$ cat config.mk
export PLATFORM = sky130hd
export DESIGN_NAME = hazard_ctrl
export DESIGN_NICKNAME = d
export VERILOG_FILES = /design/src/rtl/hazard_pkg.sv /design/src/rtl/hazard_ctrl_mdu_seq.sv /design/src/rtl/hazard_ctrl.sv
export SDC_FILE = /design/constraint.sdc
export NUM_CORES = 1
export LEC_CHECK = 0
export CAP_MARGIN = 10
export CORE_MARGIN = 3
export CORE_UTILIZATION = 33
export CTS_CLUSTER_SIZE = 28
export DETAILED_ROUTE_END_ITERATION = 16
export PLACE_DENSITY_LB_ADDON = 0.2
export SLEW_MARGIN = 20
export SYNTH_ARGS = -nofsm -noshare
export SYNTH_HDL_FRONTEND = slang
export SYNTH_SLANG_ARGS = --single-unit
$ cat constraint.sdc
create_clock -name clk -period 3.5 [get_ports clk]
set_clock_uncertainty 0.2 [all_clocks]
set_input_delay 0.35 -clock clk [delete_from_list [all_inputs] [get_ports clk]]
set_output_delay 0.35 -clock clk [all_outputs]
set_load 0.02 [all_outputs]
$ cat src/rtl/hazard_pkg.sv
// Shared types and constants for the pipeline hazard controller.
package hazard_pkg;

    typedef enum logic [1:0] {
        MDU_IDLE = 2'd0,
        MDU_BUSY = 2'd1,
        MDU_DONE = 2'd2
    } mdu_state_t;

    // Lower value wins when several hazard sources are active together.
    localparam int PRIO_MEM      = 0;
    localparam int PRIO_MDU      = 1;
    localparam int PRIO_BRANCH   = 2;
    localparam int PRIO_LOAD_USE = 3;

    localparam int MDU_TIMEOUT_DEFAULT = 64;

endpackage

$ cat src/rtl/hazard_ctrl_mdu_seq.sv
// MDU start/done sequencer: issues one start per MDU instruction, stalls the
// front of the pipe while busy and flags a sticky error on timeout.
module mdu_seq
    import hazard_pkg::*;
#(
    parameter int MDU_TIMEOUT = MDU_TIMEOUT_DEFAULT
) (
    input  logic clk,
    input  logic rst,
    input  logic ex_is_mdu,
    input  logic mdu_done,
    input  logic mem_stall,
    output logic mdu_start,
    output logic mdu_stall,
    output logic mdu_timeout_err
);

    localparam int BW = $clog2(MDU_TIMEOUT) + 1;

    mdu_state_t    state;
    logic [BW-1:0] busy_cnt;

    // The start cycle itself already holds the front end.
    assign mdu_start = ~rst & (state == MDU_IDLE) & ex_is_mdu & ~mem_stall;
    assign mdu_stall = (state == MDU_BUSY) | ((state == MDU_IDLE) & ex_is_mdu);

    always_ff @(posedge clk or posedge rst) begin
        if (rst) begin
            state           <= MDU_IDLE;
            busy_cnt        <= '0;
            mdu_timeout_err <= 1'b0;
        end else begin
            case (state)
                MDU_IDLE: begin
                    if (mdu_start) begin
                        state    <= MDU_BUSY;
                        busy_cnt <= '0;
                    end
                end
                // done is a one-cycle pulse, so it is captured even under a mem stall
                MDU_BUSY: begin
                    if (mdu_done) begin
                        state <= MDU_DONE;
                    end else if (busy_cnt == BW'(MDU_TIMEOUT - 1)) begin
                        mdu_timeout_err <= 1'b1;
                        state           <= MDU_DONE;
                    end else begin
                        busy_cnt <= busy_cnt + 1'b1;
                    end
                end
                MDU_DONE: begin
                    if (!mem_stall) state <= MDU_IDLE;
                end
                default: state <= MDU_IDLE;
            endcase
        end
    end

endmodule

$ cat src/rtl/hazard_ctrl.sv
// Pipeline stall/flush controller for the 5-stage core: memory wait states,
// MDU ops, taken branches and load-use hazards, plus performance counters.
module hazard_ctrl
    import hazard_pkg::*;
#(
    parameter int REG_AW      = 5,
    parameter int MDU_TIMEOUT = MDU_TIMEOUT_DEFAULT,
    parameter int CNT_W       = 32
) (
    input  logic              clk,
    input  logic              rst,
    input  logic [REG_AW-1:0] id_rs1_addr,
    input  logic [REG_AW-1:0] id_rs2_addr,
    input  logic              id_uses_rs1,
    input  logic              id_uses_rs2,
    input  logic              ex_mem_read,
    input  logic [REG_AW-1:0] ex_rd_addr,
    input  logic              ex_is_mdu,
    input  logic              ex_branch_taken,
    input  logic              mdu_done,
    input  logic              mem_req,
    input  logic              dmem_ready,
    output logic              pc_stall,
    output logic              if_id_stall,
    output logic              id_ex_stall,
    output logic              ex_mem_stall,
    output logic              mem_wb_stall,
    output logic              if_id_flush,
    output logic              id_ex_flush,
    output logic              ex_mem_flush,
    output logic              mdu_start,
    output logic              mdu_timeout_err,
    output logic [CNT_W-1:0]  stall_cnt,
    output logic [CNT_W-1:0]  flush_cnt
);

    logic mem_stall;
    logic mdu_stall;
    logic load_use;
    logic br_flush;

    assign mem_stall = mem_req & ~dmem_ready;

    mdu_seq #(.MDU_TIMEOUT(MDU_TIMEOUT)) u_mdu_seq (
        .clk             (clk),
        .rst             (rst),
        .ex_is_mdu       (ex_is_mdu),
        .mdu_done        (mdu_done),
        .mem_stall       (mem_stall),
        .mdu_start       (mdu_start),
        .mdu_stall       (mdu_stall),
        .mdu_timeout_err (mdu_timeout_err)
    );

    // x0 is hardwired, so a load targeting it never creates a dependency.
    assign load_use = ex_mem_read & (ex_rd_addr != '0) &
                      ((id_uses_rs1 & (id_rs1_addr == ex_rd_addr)) |
                       (id_uses_rs2 & (id_rs2_addr == ex_rd_addr)));

    always_comb begin
        pc_stall     = 1'b0;
        if_id_stall  = 1'b0;
        id_ex_stall  = 1'b0;
        ex_mem_stall = 1'b0;
        mem_wb_stall = 1'b0;
        if_id_flush  = 1'b0;
        id_ex_flush  = 1'b0;
        ex_mem_flush = 1'b0;
        br_flush     = 1'b0;
        if (!rst) begin
            if (mem_stall) begin
                {pc_stall, if_id_stall, id_ex_stall, ex_mem_stall, mem_wb_stall} = '1;
            end else if (mdu_stall) begin
                {pc_stall, if_id_stall, id_ex_stall, ex_mem_stall} = '1;
                ex_mem_flush = 1'b1;
            end else if (ex_branch_taken) begin
                if_id_flush = 1'b1;
                id_ex_flush = 1'b1;
                br_flush    = 1'b1;
            end else if (load_use) begin
                pc_stall    = 1'b1;
                if_id_stall = 1'b1;
                id_ex_flush = 1'b1;
            end
        end
    end

    always_ff @(posedge clk or posedge rst) begin
        if (rst) begin
            stall_cnt <= '0;
            flush_cnt <= '0;
        end else begin
            stall_cnt <= stall_cnt + CNT_W'(pc_stall);
            flush_cnt <= flush_cnt + CNT_W'(br_flush);
        end
    end

endmodule
[After elaboration in Yosys (flattened, before gate mapping)]
Cells that the tools add are included.
Storage, ports and cells
  flip-flop bits (word level): 74
  bits of input ports: 25
  word-level logic and storage cells: 68
Cells by class
  $add $sub $neg: 3
  equal/unequal tests: 10
  multiplexer cells: 29
  bitwise gates (word level): 15
  reduce and logical (&&, ||, !) cells: 6
Operators by type and width (count)
  $add A32 B1 Y32: 2
  $mux W7: 3
  $mux W1: 20
  $pmux W7 S2: 1
  $eq A5 B5 Y1: 2
  $and A1 B1 Y1: 9
  $mux W2: 4
  $ne A2 B2 Y1 const B: 4
  $add A7 B1 Y7 const B: 1
  $eq A7 B6 Y1 const B: 1
  $pmux W2 S3: 1
  $reduce_and A3 Y1: 2
  $reduce_bool A5 Y1: 1
  $not A1 Y1: 4
  $reduce_and A4 Y1: 1
  $ne A3 B3 Y1 const B: 1
  $eq A2 B1 Y1 const B: 1
  $eq A2 B2 Y1 const B: 1
  $logic_not A2 Y1: 1
  $or A1 B1 Y1: 2
  $reduce_bool A2 Y1: 1

[Longest topological paths before layout]
Gate-level depths: netlist (run 1).
  depth in word-level cells: 10
  mapped depth: 13

[Hierarchy]
A second synthesis (run 1) with hierarchy kept.
Unflattened totals
  cell total of the unflattened synthesis: 314
  area total of the unflattened synthesis: 3518.4 µm²
By module, submodules not included
  hazard_ctrl: times used 1, cells an instance 262, area an instance 2987.9 µm², sequential area each 1601.5 µm²
  mdu_seq: times used 1, cells an instance 52, area an instance 530.5 µm², sequential area each 250.2 µm²

[Least setup slack after synthesis (run 1)]
Ideal clock, no wire load.
  kind: input port to flip-flop
  start point: input rst
  end point: register flush_cnt[29]
  setup time: 129 ps
  arrival: 3758 ps
  required time: 3171 ps
  path slack: -587 ps
  stages: 10
  buffers on the path: 1
  path through: inv_1 > and3_1 > and2_1 > ha_1 > nand4_1 > nor2_1 > and3_1 > clkbuf_1 > nand4_1 > xnor2_1
Between the ends
  word-level cells in the longest chain between the ends: 2
Ends and longest elaborated chain
  from (decl): line hazard_ctrl.sv:11  | input logic rst,
  $mux W1
  net if_id_flush: line hazard_ctrl.sv:28  | output logic if_id_flush,
  $add A32 B1 Y32: line hazard_ctrl.sv:94  | flush_cnt <= flush_cnt + CNT_W'(br_flush);
  to (signal assigned): line hazard_ctrl.sv:94
  to (decl): line hazard_ctrl.sv:34  | output logic [CNT_W-1:0] flush_cnt
The timed path passes the listed nets, and every way through them passes these cells.
A chain may end at the register's enable or synchronous reset.

[Worst setup path after layout (run 1)]
  start point: input ex_rd_addr[4]
  end point: register stall_cnt[22]
Between the ends
  word-level cells in the longest chain between the ends: 10
  elaborated cells on any way between the ends: 14
  classes of those cells: 1 x add/sub; 2 x eq/ne; 5 x mux; 5 x bitwise; 1 x reduce/logical
Ends and longest elaborated chain
  from (decl): line hazard_ctrl.sv:17  | input logic [REG_AW-1:0] ex_rd_addr,
  $eq A5 B5 Y1 (on tied branches): line hazard_ctrl.sv:57, hazard_ctrl.sv:58
  $and A1 B1 Y1 (on tied branches): line hazard_ctrl.sv:57, hazard_ctrl.sv:58
  $or A1 B1 Y1: line hazard_ctrl.sv:57  | ((id_uses_rs1 & (id_rs1_addr == ex_rd_addr)) |
  $and A1 B1 Y1 *: line hazard_ctrl.sv:56  | assign load_use = ex_mem_read & (ex_rd_addr != '0) &
  $mux W1 *: line hazard_ctrl.sv:80  | end else if (load_use) begin
  $mux W1 *: line hazard_ctrl.sv:76  | end else if (ex_branch_taken) begin
  $mux W1 *: line hazard_ctrl.sv:73  | end else if (mdu_stall) begin
  $mux W1 *: line hazard_ctrl.sv:71  | if (mem_stall) begin
  $mux W1 *: line hazard_ctrl.sv:70  | if (!rst) begin
  $add A32 B1 Y32 *: line hazard_ctrl.sv:93  | stall_cnt <= stall_cnt + CNT_W'(pc_stall);
  to (signal assigned): line hazard_ctrl.sv:93
  to (decl): line hazard_ctrl.sv:33  | output logic [CNT_W-1:0] stall_cnt,
Mark *: on every way between the ends. The rest lies on a longest branch, timed or not.

==> impl_metrics.yaml, run 1 <==
drt:
  routedWlPerCell_um: 13.8
  drt-total-wl_um: 7680
  drt_iter0_drc: 64
  via_per_inst: 4.70
  num_vias: 2618
  drc: 0
  ant_nets: 0
  first_pass_iters: 4
final_layout:
  post-route-util: 0.490
  final_nets: 450
  area_growth_pct: 42.5
  fillers: 903
  n_antenna_cell: 0
  layout-drive-gt1-share: 0.0825
setup_path:
  critPathArrivalTime_ns: 3.33
  crit_fanout: 5
  path_buf_inv: 1
  endpoint_kind: "flip-flop"
  crit_slowest_cell: "or4_4"
  cpLargestDelayFamily: "simple AND/OR/NAND/NOR gates"
  worst-endpoint-required_ns: 3.53
  path_class: "in -> reg"
  cp_cell_sequence: "clkdlybuf4s50_1 -> xor2_1 -> nor4_2 -> nand3_1 -> a21oi_2 -> a21o_1 -> ha_1 -> ha_1 -> nand2_1 -> or4_4 -> nor2_1 -> nand3_1 -> xnor2_1"
  max_stage_delay_ns: 0.57
  reg2reg_slack_ns: 0.67
  critPathLaunchType: "primary input"
pwr:
  finalPower_w: 0.00210
  powerDensity_nw_per_um2: 435
  peakVddDrop_mv: 0.291
  p_leak_nw: 2.16
clock_tree:
  hold_buffers: 0
  cts_max_level: 3
  post_cts_buffers: 0
  clk_pin_slew_ns: 0.08
  cts_root_buf: "clkbuf_8"
  cts.sink_count: 74
  clk_path_buf_depth: 2
  tritoncts: "yes"
  clk_latency_ns: 0.34
  cts_made_buffers: 9
synth:
  yosysTopAreaCellShare: 0.546
  async_reset_ff_frac: 1.00
  yosysWarnings: 0
  ys_ff_latch: 74
  synth_edf_count: 0
  ys_top_cells_by_area: "dfrtp_1 55%, xnor2_1 12%, xor2_1 7.5%"
  synth_xor_area_frac: 0.191
  yosysMostFrequentCell: "dfrtp_1"
  synth_fa_ha_area_frac: 0.0185
  synth_cells: 304
  yosysUniqueCellTypes: 36
  mappedNetlistNets: 334
  synth_top_family_by_area: "simple AND/OR/NAND/NOR gates"
  synth_common_cells: "74 x dfrtp_1, 45 x xnor2_1, 29 x xor2_1, 27 x nand3_1, 26 x nand2_1"
  synth_area_um2: 3390
  ys.flop_type: "dfrtp_1"
  synthMuxAreaShare: 0.00332
  seq_area_frac_synth: 0.546
  avgSynthCellArea_um2: 11.1
  synthSimpleGateAreaFrac: 0.202
  synth_top_area_cell: "dfrtp_1"
  synth_compound_area_frac: 0.0258
grt:
  grt_pass1_vias: 2711
  grt_max_degree: 75
  grt_pass1_wl_um: 13200
  grtUsageTotal: 0.144
  antenna_found_initial: 0
  grt-ovfl-total: 0
worst_hold_path:
  hp-class: "reg -> reg"
floorplan:
  die_area_um2: 11500
  ioPinCount: 99
  dieWidth_um: 107
  initial_core_util: 0.344
  fp.coreArea_um2: 9860
  chipHeight_um: 107
  fp-row-count: 36
timing:
  hold_viol: 0
  finalSetupViolations: 0
  slew_viol_final: 0
  setup_tns_ns: 0
  max-slew-margin-rel: 0.383
  worst_slew_pin_slew_ns: 0.926
  min_period_ns: 3.30
  fmax_ghz: 0.303
  min_period_over_period: 0.944
place:
  globalplace.congestion: 0.754
  port_buffers: 98
  place_hpwl_um: 5650
job:
  max-cap-violations: 0
outcome:
  status: "completed"
[area by class of cell]
cell class	instances	area [um2]	share of cell area
multi-input cells	221	1510	0.312
flip-flops and latches	74	1850	0.383
clock buffers	10	138	0.0285
repair buffers	109	1060	0.220
clock inverters	5	78.8	0.0163
inverters	5	22.5	0.00466
well taps	133	166	0.0345
[metrics by stage]
step                cells  worst slack, ns  instance area (um2)  hold slack [ns]
finish                557            0.197                 4830            0.267
global route          557          -0.0338                 4830            0.297
CTS                   557           0.0794                 4820            0.270
detailed placement    542           -0.389                 4600            0.246
global placement      542           -0.297                 4600            0.245
floorplan             304           0.0851                 3390            0.270
[layout by cell type, fill, tap and decap left out, drive strengths merged, types with 2 or more instances in the layout]
cell type / netlist / routed
clkdlybuf4s50: 0 / 98
dfrtp: 74 / 74
xnor2: 45 / 45
xor2: 29 / 29
nand3: 27 / 27
nand2: 26 / 26
nor2: 20 / 20
nand4: 14 / 14
and3: 13 / 13
buf: 3 / 11
clkbuf: 1 / 10
nor3: 6 / 6
and4: 5 / 5
ha: 5 / 5
inv: 5 / 4
nor4: 4 / 4
a21oi: 4 / 4
nand2b: 3 / 3
clkinv: 0 / 3
o21ai: 2 / 2
a21o: 2 / 2
nand4b: 2 / 2
bufinv: 0 / 2
or4: 2 / 2
[sequential cells by signal, summed over array words and instances, names as in the netlist]
name	count
flush_cnt	32
stall_cnt	32
u_mdu_seq.busy_cnt	7
u_mdu_seq.mdu_timeout_err	1
u_mdu_seq.state	2
[where the power goes]
part	leakage (nW)	internal (W)	switching, W
Combinational	1.03	0.000190	0.000182
Clock	0.112	0.000416	0.000320
Sequential	1.02	0.000918	0.0000764
[worst paths after layout]
path / from / cells after the start / endpoint
max in group asynchronous: rst / 3 / u_mdu_seq.busy_cnt[5]$_DFFE_PP0P_
hold reg to reg: u_mdu_seq.mdu_timeout_err$_DFFE_PP0P_ / 1 / u_mdu_seq.mdu_timeout_err$_DFFE_PP0P_
hold / removal: u_mdu_seq.mdu_timeout_err$_DFFE_PP0P_ / 1 / u_mdu_seq.mdu_timeout_err$_DFFE_PP0P_
setup reg to reg: u_mdu_seq.state[1]$_DFFE_PP0P_ / 10 / stall_cnt[22]$_DFF_PP0_
setup / recovery: ex_rd_addr[4] / 13 / stall_cnt[22]$_DFF_PP0_
min in group asynchronous: rst / 3 / u_mdu_seq.busy_cnt[0]$_DFFE_PP0P_
[metal layers]
metal | wire (um) | share of wire | global-route usage
met4 | 106 | 0.014 | 0.0487
met1 | 3400 | 0.44 | 0.176
met3 | 392 | 0.051 | 0.0420
met5 | 0 | 0 | 0
met2 | 3780 | 0.49 | 0.242
[kinds of logic (layout without fill, tap and decap cells)]
kind of cell / count (synthesis) / after routing
AND/OR/NAND/NOR: 127 / 127
XOR/XNOR: 74 / 74
flip-flops: 74 / 74
AO/OA/AOI/OAI: 14 / 14
buffers and inverters: 9 / 129
adder cells (fa/ha/maj): 5 / 5
multiplexers: 1 / 1
[repair_timing]
item	4_1_cts	5_1_grt
hold endpoints to repair	0	0
endpoints found under the setup margin	1	7
pin swaps	0	1
cloned	0	0
gates resized for setup	1	2
Note: power is estimated with default switching activity, not from simulation.
==> inputs of run 2 (changes only) <==
CORE_MARGIN = 4   (was 3)
PLACE_DENSITY = 0.6   (was default)
PLACE_DENSITY_LB_ADDON = default   (was 0.2)
clock period = 4.3 ns   (was 3.5 ns; I/O delays follow)
==> impl_metrics.yaml, run 2 (same netlist as run 1, synthesis figures left out) <==
outcome:
  status: "completed"
setup_path:
  endpoint_kind: "flip-flop"
  cp_cell_sequence: "clkdlybuf4s50_1 -> xor2_1 -> nor4_1 -> nand3_1 -> a21oi_1 -> a21o_1 -> ha_1 -> ha_1 -> nand2_1 -> or4_1 -> nor3_4 -> nand4_1 -> xnor2_1"
  critPathArrivalTime_ns: 3.67
  max_stage_delay_ns: 0.65
  critPathLaunchType: "primary input"
  path_class: "in -> reg"
  crit_slowest_cell: "or4_1"
  crit_fanout: 5
  path_common_cell: "ha_1"
  worst-endpoint-required_ns: 4.32
floorplan:
  die_area_um2: 12000
  fp.coreArea_um2: 9910
  chipHeight_um: 109
  ioPinCount: 99
  dieWidth_um: 109
  fp-row-count: 36
  initial_core_util: 0.342
clock_tree:
  clk_pin_slew_ns: 0.08
  cts_max_level: 3
  clk_latency_ns: 0.34
  post_cts_buffers: 0
  clk_path_buf_depth: 2
  hold_buffers: 0
  cts.sink_count: 74
  cts_made_buffers: 9
  cts_root_buf: "clkbuf_8"
  tritoncts: "yes"
  cts_resized: 0
drt:
  drt-total-wl_um: 7460
  num_vias: 2570
  via_per_inst: 4.69
  drc: 0
  routedWlPerCell_um: 13.6
  first_pass_iters: 4
  drt_iter0_drc: 49
  ant_nets: 0
pwr:
  powerDensity_nw_per_um2: 338
  peakVddDrop_mv: 0.294
  finalPower_w: 0.00159
  p_leak_nw: 2.08
grt:
  grt_pass1_wl_um: 12700
  antenna_found_initial: 0
  grtUsageTotal: 0.133
  grt-ovfl-total: 0
  grt_pass1_vias: 2636
  grt_max_degree: 75
final_layout:
  layout-drive-gt1-share: 0.0530
  final_cell_mix: "98 x clkdlybuf4s50_1, 74 x dfrtp_1, 45 x xnor2_1, 29 x xor2_1, 27 x nand3_1"
  final_nets: 440
  n_antenna_cell: 0
  area_growth_pct: 38.7
  instances_no_fill: 548
  final_common_cell: "clkdlybuf4s50_1"
  fillers: 934
  reg_top3: "flush_cnt: 32 flops, stall_cnt: 32 flops, u_mdu_seq.busy_cnt: 7 flops"
timing:
  rsz0062_at_grt: "false"
  min_period_ns: 3.65
  fmax_ghz: 0.274
  min_period_over_period: 0.850
  worst_slew_pin_slew_ns: 0.922
  max-slew-margin-rel: 0.385
  setup_tns_ns: 0
  slew_viol_final: 0
  final.setup.worst_slack_ns: 0.646
  holdWs_ns: 0.264
  finalSetupViolations: 0
  hold_viol: 0
place:
  globalplace.congestion: 0.753
  pre_cts_slack_ns: 0.289
  place_hpwl_um: 5470
  port_buffers: 98
  place_inst: 532
worst_hold_path:
  hp-class: "reg -> reg"
job:
  max-cap-violations: 0
run 2: cell count changes in the layout (fill, tap and decap cells not counted), moves of 2 or more:
cell,previous run,this run
bufinv_16,2,0
clkinv_2,2,0
buf_4,11,1
clkinvlp_4,1,4
run 2: power by group:
group	total, W	leakage [nW]	internal, W	switching [W]
Sequential	0.000812	1.02	0.000748	0.0000642
Combinational	0.000291	0.983	0.000146	0.000145
Clock	0.000488	0.0782	0.000227	0.000261
run 2: through the flow:
| step | instance area (um2) | util |
|---|---|---|
| final | 4700 | 0.474 |
| after global routing | 4700 | 0.474 |
| after CTS | 4700 | 0.474 |
| after detailed placement | 4520 | 0.456 |
| after global placement | 4520 | 0.456 |
| after floorplan | 3390 | - |
run 2: worst paths after layout:
kind	slack [ns]	startpoint	depth (start not counted)	to
worst max-delay path	0.65	ex_rd_addr[4]	13	stall_cnt[26]$_DFF_PP0_
worst min-delay path	0.26	u_mdu_seq.mdu_timeout_err$_DFFE_PP0P_	1	u_mdu_seq.mdu_timeout_err$_DFFE_PP0P_
worst max register to register	1.24	u_mdu_seq.state[1]$_DFFE_PP0P_	10	stall_cnt[26]$_DFF_PP0_
worst min register to register	0.26	u_mdu_seq.mdu_timeout_err$_DFFE_PP0P_	1	u_mdu_seq.mdu_timeout_err$_DFFE_PP0P_
max in group asynchronous	2.67	rst	3	flush_cnt[27]$_DFF_PP0_
min in group asynchronous	0.64	rst	3	u_mdu_seq.state[1]$_DFFE_PP0P_
run 2: metal layers:
metal / vias to the layer above / share of wire / global-route usage
met1: 1234 / 0.46 / 0.176
met2: 60 / 0.47 / 0.208
met4: 0 / 0.013 / 0.0401
met5: - / 0 / 0
met3: 11 / 0.057 / 0.0452
li1: 1265 / - / -
run 2: layout make-up:
cell class                      count  area, um2  area share
Timing Repair Buffer               99        988       0.210
Clock buffer                       11        141      0.0301
Tap cell                          133        166      0.0354
Sequential cell                    74       1850       0.394
Inverter                            5       18.8     0.00399
Multi-Input combinational cell    221       1500       0.318
Clock inverter                      5       38.8     0.00825
run 2: worst max-delay path, delay by kind of cell:
kind,cells,cell delay [ns]
AND/OR/NAND/NOR,6,1.57
XOR/XNOR,2,0.33
adder cells (fa/ha/maj),2,0.40
AO/OA/AOI/OAI,2,0.48
buffers and inverters,1,0.47
==> inputs of run 3 (changes only) <==
clock period = 3.75 ns   (was 4.3 ns; I/O delays follow)
==> impl_metrics.yaml, run 3 (same netlist as run 1, synthesis figures left out) <==
pwr:
  comb_power_share: 0.176
  peakVddDrop_mv: 0.248
  clockPowerShare: 0.345
  p_leak_nw: 2.13
  p_sw_frac: 0.276
  p_switching_w: 0.000535
  p_seq_frac: 0.479
  powerDensity_nw_per_um2: 405
  p_int_w: 0.00140
floorplan:
  fp-row-count: 36
  ioPinCount: 99
  die_area_um2: 12000
  fp.coreArea_um2: 9910
  dieWidth_um: 109
  chipHeight_um: 109
  initial_core_util: 0.342
clock_tree:
  cts_root_buf: "clkbuf_8"
  cts_max_level: 3
  clk_pin_slew_ns: 0.08
  clk_path_buf_depth: 2
  hold_buffers: 0
  cts_made_buffers: 9
  tritoncts: "yes"
  cts_resized: 0
  post_cts_buffers: 0
  clk_latency_ns: 0.34
  cts.sink_count: 74
timing:
  setup_tns_ns: 0
  rsz0062_at_grt: "false"
  slew_viol_final: 0
  fmax_ghz: 0.286
  holdWs_ns: 0.272
  finalSetupViolations: 0
  min_period_over_period: 0.933
  min_period_ns: 3.50
  max-slew-margin-rel: 0.385
  hold_viol: 0
  worst_slew_pin_slew_ns: 0.922
job:
  max-cap-violations: 0
grt:
  grtUsageTotal: 0.132
  grt-ovfl-total: 0
  grt_pass1_wl_um: 12600
  grt_max_degree: 75
  antenna_found_initial: 0
  grt_pass1_vias: 2587
setup_path:
  critPathLaunchType: "primary input"
  critPathArrivalTime_ns: 3.53
  worst-endpoint-required_ns: 3.78
  endpoint_kind: "flip-flop"
  crit_fanout: 5
  path_class: "in -> reg"
drt:
  ant_nets: 0
  dr_wl_met3_um: 377
  drt_iter0_drc: 63
  num_vias: 2574
  drt-total-wl_um: 7510
  first_pass_iters: 4
  dr_wl_met2_um: 3510
  routedWlPerCell_um: 13.6
  wirelength_met1_um: 3530
  drc: 0
  via_per_inst: 4.65
  top_layer: "met4"
final_layout:
  multi_input_area_um2: 1500
  fin_area_um2: 4790
  layout-drive-gt1-share: 0.0689
  regArea_um2: 1850
  n_antenna_cell: 0
  reg_top3: "flush_cnt: 32 flops, stall_cnt: 32 flops, u_mdu_seq.busy_cnt: 7 flops"
  area_growth_pct: 41.2
  final_cell_mix: "98 x clkdlybuf4s50_1, 74 x dfrtp_1, 45 x xnor2_1, 29 x xor2_1, 27 x nand3_1"
  final_common_cell: "clkdlybuf4s50_1"
  final_nets: 446
  fillers: 955
  instances_no_fill: 554
place:
  place_area_um2: 4570
  place_hpwl_um: 5640
  globalplace.congestion: 0.762
  port_buffers: 98
  place_inst: 538
outcome:
  status: "completed"
worst_hold_path:
  hp-class: "reg -> reg"
-- run 3: power groups by stage --
stage,registers [W],clock network [W],logic (W)
4_1_cts,0.000929,0.000697,0.000349
3_5_place_dp,0.000944,0,0.000345
2_1_floorplan,0.000996,0,0.000105
6_report,0.000927,0.000669,0.000341
5_1_grt,0.000941,0.000738,0.000370
3_3_place_gp,0.000943,0,0.000343
-- run 3: final timing paths --
| kind | slack (ns) | endpoint | depth (start not counted) | from |
|---|---|---|---|---|
| max | 0.25 | stall_cnt[26]$_DFF_PP0_ | 13 | ex_rd_addr[4] |
| min | 0.27 | u_mdu_seq.mdu_timeout_err$_DFFE_PP0P_ | 1 | u_mdu_seq.mdu_timeout_err$_DFFE_PP0P_ |
| max reg2reg | 0.76 | stall_cnt[26]$_DFF_PP0_ | 10 | u_mdu_seq.state[1]$_DFFE_PP0P_ |
| min reg2reg | 0.27 | u_mdu_seq.mdu_timeout_err$_DFFE_PP0P_ | 1 | u_mdu_seq.mdu_timeout_err$_DFFE_PP0P_ |
| max in group asynchronous | 2.10 | stall_cnt[28]$_DFF_PP0_ | 3 | rst |
| min in group asynchronous | 0.65 | stall_cnt[0]$_DFF_PP0_ | 3 | rst |
-- run 3: cell type report --
class,instances,share of cell area
well taps,133,0.0348
flip-flops and latches,74,0.387
multi-input cells,221,0.312
clock inverters,7,0.0196
inverters,5,0.00470
repair buffers,105,0.216
clock buffers,9,0.0259
-- run 3: routing by layer --
metal  vias to the layer above  track usage
li1                       1270            -
met5                         -            0
met4                         0       0.0374
met1                      1234        0.181
met2                        61        0.204
met3                         9       0.0382
-- run 3: metrics by stage --
step                worst slack (ns)  total power [W]  utilization
floorplan                      0.310          0.00110            -
global placement             -0.0109          0.00129        0.461
detailed placement            -0.120          0.00129        0.461
CTS                            0.246          0.00197        0.483
global route                  0.0119          0.00205        0.483
finish                         0.252          0.00194        0.483
-- run 3: critical path: stages --
cell             delay (ns)
clkdlybuf4s50_1        0.47
xor2_1                 0.19
nor4_1                 0.30
nand3_1                0.11
a21oi_1                0.24
a21o_1                 0.20
ha_1                   0.18
ha_1                   0.18
nand2_1                0.07
or4_1                  0.63
nor3_4                 0.30
nand4_1                0.15
xnor2_1                0.14
==> RTL edit 1, RTL diff (settings of run 3) <==
Set the parameter `REG_AW` to 4 (it was 5).
--- a/src/rtl/hazard_ctrl.sv
+++ b/src/rtl/hazard_ctrl.sv
@@ -5,3 +5,3 @@
 #(
-    parameter int REG_AW      = 5,
+    parameter int REG_AW      = 4,
     parameter int MDU_TIMEOUT = MDU_TIMEOUT_DEFAULT,
Ports: changed (resized ex_rd_addr, id_rs1_addr and id_rs2_addr); port bits go from 99 to 96. The function was not compared with the original's and may differ.
==> RTL edit 1 against run 3 <==
Routed wire length increased by 1.3%. Design area is 0.29% higher. Power shrank 3.5%. Sequential cell count is the same. Setup slack improved by 0.43 ns. Area after synthesis up 3.1%. Utilization fell by 1.8 points. Clock power fell by 11%. Critical path type unchanged.
==> RTL edit 1: results (changes against run 3) <==
[outcome]
status = completed

[route]
routed_via_density = 4.65  ; about the same
drt-total-wl_um = 7610  ; +1.3%
drt_iter0_drc = 58  ; -7.9%

[grt]
grt_usage_pct = 12.7  ; -0.54 points
grt_pass1_vias = 2619  ; +1.2%

[timing]
slew_headroom_pct = 38.0  ; -0.52 points
fmax_mhz = 326  ; +14%

[power]
p_leak_nw = 2.13  ; about the same
peakVddDrop_uv = 291  ; +17%
p_switching_uw = 522  ; -2.3%

[cells_and_area]
final_nets = 448  ; +0.45%
drive_above_1_share_pct = 7.76  ; +0.88 points
fill_cells = 958  ; +0.31%

[synth]
ys_seq_area_share_pct = 53.0  ; -1.7 points
synth_area_leaders = dfrtp_1 53%, xnor2_1 11%, xor2_1 6.3%
ys_top_cells_by_count = 74 x dfrtp_1, 43 x xnor2_1, 28 x nand2_1, 28 x nand3_1, 25 x xor2_1
synth_cell_types = 47  ; +31%

[placement]
pre_cts_slack_ns = 0.323  ; +0.443 ns
gp_congestion = 0.748  ; -1.8%
port_buffers = 95  ; -3.1%
hpwl_um = 5730  ; +1.7%

[worst_setup_path]
r2r_slack_ns = 0.93  ; +0.17 ns
cp_max_fo = 4  ; -1
worst_r2r_endpoint = flush_cnt[24]
arrival_ns = 3.13  ; -0.40 ns

[min_path]
hp-start = flush_cnt[31]
holdPathStages = 1  ; unchanged

[RTL edit 1: worst max-delay path by stage]
| stage | from | end | depth (start not counted) |
|---|---|---|---|
| 6_report | ex_rd_addr[0] | stall_cnt[31] | 12 |
| 5_1_grt | ex_rd_addr[3] | stall_cnt[31] | 12 |
| 4_1_cts | ex_rd_addr[0] | stall_cnt[31] | 12 |
| 3_5_place_dp | ex_rd_addr[0] | stall_cnt[31] | 12 |
| 3_3_place_gp | ex_rd_addr[2] | stall_cnt[31] | 12 |
| 2_1_floorplan | rst | flush_cnt[28] | 11 |
[RTL edit 1: cells by family after synthesis]
family / share of synthesized area (%)
AO/OA/AOI/OAI: 3.87
multiplexers: 0.322
adder cells (fa/ha/maj): 1.79
flip-flops: 53.0
XOR/XNOR: 17.0
buffers and inverters: 1.75
AND/OR/NAND/NOR: 22.3
[RTL edit 1: per-stage QoR]
stage / power, mW / instances / cell area [sq um] / utilization [%] / hold WS [ns]
global placement: 1.29 / 546 / 4620 / 44.7 / 0.260
finish: 1.87 / 561 / 4800 / 46.5 / 0.269
detailed placement: 1.30 / 546 / 4620 / 44.7 / 0.256
floorplan: 1.11 / 316 / 3500 / - / 0.267
global route: 1.97 / 561 / 4800 / 46.5 / 0.293
CTS: 1.91 / 561 / 4800 / 46.5 / 0.276
[RTL edit 1: area by class of cell]
type | instances | share of cell area [%]
clock buffer | 12 | 3.02
clock inverter | 3 | 0.834
inverter | 11 | 0.938
multi-input combinational | 228 | 33.0
sequential | 74 | 38.6
tap | 136 | 3.54
timing repair buffer | 97 | 20.1
[RTL edit 1: layer usage]
layer	wire length [um]	up-vias	track usage [%]
met3	687	9	4.91
met5	0	-	0
met4	99	0	4.68
met2	3420	80	19.1
met1	3400	1227	16.5
li1	-	1291	-
[RTL edit 1: power groups by stage]
stage,registers (mW),clock network [mW],logic [mW]
finish,0.932,0.596,0.342
CTS,0.935,0.622,0.350
global placement,0.948,0,0.345
detailed placement,0.948,0,0.347
global route,0.945,0.652,0.375
floorplan,0.997,0,0.109
[RTL edit 1: worst max-delay path, cell delays in order]
cell and delay [ns]:
clkdlybuf4s50_1 0.52, inv_1 0.08, a22o_1 0.19, nor4_1 0.28, a41oi_1 0.10, o21bai_1 0.27
ha_1 0.22, and3_1 0.24, and3_2 0.27, nand4_1 0.20, nor3_2 0.24, xor2_1 0.15
==> RTL edit 2, RTL diff (config.mk and constraints of run 3) <==
Without the edit above. Re-encode `mdu_state_t` (3 states) as one-hot, 3 bits wide.
--- a/src/rtl/hazard_pkg.sv
+++ b/src/rtl/hazard_pkg.sv
@@ -3,6 +3,6 @@
 
-    typedef enum logic [1:0] {
-        MDU_IDLE = 2'd0,
-        MDU_BUSY = 2'd1,
-        MDU_DONE = 2'd2
+    typedef enum logic [2:0] {
+        MDU_IDLE = 3'b001,
+        MDU_BUSY = 3'b010,
+        MDU_DONE = 3'b100
     } mdu_state_t;
Check against the original RTL: same outputs for any inputs over 10 cycles, from zero or initial values and one cycle with rst high; not proved beyond that.
==> RTL edit 2 against run 3 <==
Final cell count is 4.3% higher. Utilization is 2.2 points lower. Routed wire length is 11% higher. Sequential share of layout area is 1.1 points lower. Design area is 4.3% higher. Power is 1.8% lower. Maximum frequency is 12% higher. Area after synthesis is 8.1% higher. Setup slack better by 0.38 ns. Sequential cell count is 1 higher. Critical path type is now reg -> reg. Largest cell class unchanged.
==> RTL edit 2: results (changes against run 3) <==
[synth]
async_reset_ff_share_pct = 100  ; unchanged
ys_seq_area_share_pct = 51.3  ; -3.4 points
yosysWarnings = 0  ; unchanged
ys_top_cells_by_count = 74 x dfrtp_1, 37 x xnor2_1, 33 x xor2_1
synth_area_leaders = dfrtp_1 51%, xnor2_1 8.8%, xor2_1 7.9%
synth_fp_nets = 360  ; +7.8%
synth_cell_types = 46  ; +28%

[clock_network]
clk_pin_slew_ns = 0.09
h-tree-depth = 3  ; unchanged
post_cts_resized = 0  ; unchanged
numCtsBuffers = 9  ; unchanged
cts_setup_buffers = 0  ; unchanged
clock_latency_ns = 0.35
clk_path_buf_depth = 2  ; unchanged
cts.root.buffer_cell = clkbuf_8

[power]
p_leak_nw = 2.15  ; +1.0%
peakVddDrop_uv = 181  ; -27%
sw_frac_of_total_pct = 28.6  ; +1.0 points

[route]
num_vias = 2882  ; +12%
drt-wirelength-per-cell_um = 14.4  ; +6.3%
drt-pass1-iter-count = 4  ; unchanged
drt-total-wl_um = 8330  ; +11%
drt_iter0_drc = 142  ; +130%

[cells_and_area]
num_antenna_cells = 0  ; unchanged
final_nets = 464  ; +4.0%
drive_above_1_share_pct = 7.76  ; +0.87 points
reg_top3 = flush_cnt (32), stall_cnt (32), u_mdu_seq.busy_cnt (7)

[worst_setup_path]
cp_max_fo = 11  ; +6
slowest_stage = dfstp_2
cpPeakStageDelay_ns = 0.59  ; -0.04 ns
arrival_ns = 3.19  ; -0.34 ns

[grt]
grt_start_max_net_pins = 44  ; -41%
overflow = 0  ; unchanged
grt_usage_pct = 13.3  ; +0.097 points
antenna_found_initial = 0  ; unchanged
grt_pass1_wl_um = 14000  ; +12%

[placement]
gp_congestion = 0.750  ; -1.6%
port_buffers = 98  ; unchanged
hpwl_um = 6120  ; +8.6%

[min_path]
hp-class = reg -> reg

[timing]
tightest_slew_ns = 0.741  ; -0.181 ns

[outcome]
status = completed

-- RTL edit 2: changes by cell type in the layout (fill, tap and decap cells not counted), moves of 4 or more --
cell / before / now
nor4_2: 0 / 4
o31ai_1: 0 / 4
nor3_1: 5 / 14
nand2_1: 26 / 22
nor2_1: 20 / 11
and2_1: 1 / 5
and3_1: 13 / 5
xor2_1: 29 / 33
buf_4: 7 / 1
xnor2_1: 45 / 37
-- RTL edit 2: logic make-up after synthesis --
family / count (synthesis) / synth area share [%]
compound gates: 21 / 3.96
xor+xnor: 70 / 16.7
buf+inv: 17 / 2.25
fa+ha+maj: 5 / 1.71
simple gates: 142 / 24.1
flops: 75 / 51.3
-- RTL edit 2: final timing paths --
| check | from | end | slack (ns) | cells past startpoint |
|---|---|---|---|---|
| worst min register to register | stall_cnt[31] | stall_cnt[31] | 0.28 | 1 |
| worst max register to register | u_mdu_seq.state[0] | stall_cnt[26] | 0.63 | 9 |
| worst min-delay path | stall_cnt[31] | stall_cnt[31] | 0.28 | 1 |
| min in group asynchronous | rst | stall_cnt[28] | 0.46 | 2 |
| worst max-delay path | u_mdu_seq.state[0] | stall_cnt[26] | 0.63 | 9 |
| max in group asynchronous | rst | u_mdu_seq.state[0] | 2.15 | 3 |
-- RTL edit 2: area by class of cell --
cell class,count,area (sq um)
Fill cell,1049,5850
Inverter,10,37.5
Sequential cell,75,1880
Timing Repair Buffer,100,1010
Multi-Input combinational cell,238,1700
Clock buffer,10,138
Tap cell,140,175
Clock inverter,5,53.8
-- RTL edit 2: worst max-delay path: cells and delay by family (launching register included) --
family | cells | cell delay [ns]
xor gates and xnor gates | 1 | 0.18
adders and majority gates | 2 | 0.49
DFF | 1 | 0.59
and+or+nand+nor | 3 | 0.89
AOI/OAI and AO/OA | 3 | 0.70
-- RTL edit 2: routing by layer --
metal	vias to the layer above	routed length [um]	share of wire (%)	global-route usage [%]
li1	1378	-	-	-
met2	83	3890	47	21.5
met5	-	0	0	0
met3	11	594	7.1	4.65
met4	0	87	1.0	3.61
met1	1410	3750	45	17.0
-- RTL edit 2: power groups by stage --
| stage | combinational (mW) | clock [mW] | sequential [mW] |
|---|---|---|---|
| finish | 0.342 | 0.616 | 0.944 |
| global route | 0.369 | 0.672 | 0.954 |
| CTS | 0.350 | 0.641 | 0.945 |
| detailed placement | 0.348 | 0 | 0.959 |
| global placement | 0.342 | 0 | 0.959 |
| floorplan | 0.0975 | 0 | 1.02 |
-- RTL edit 2: per-stage QoR --
step	utilization, %	hold slack [ns]	instance area, sq um	setup WS [ns]	cells
after floorplan	-	0.241	3660	0.687	330
after global placement	44.3	0.261	4800	0.428	563
after detailed placement	44.3	0.261	4800	0.284	563
after CTS	46.1	0.282	4990	0.598	578
after global routing	46.1	0.308	4990	0.361	578
final	46.1	0.275	4990	0.633	578
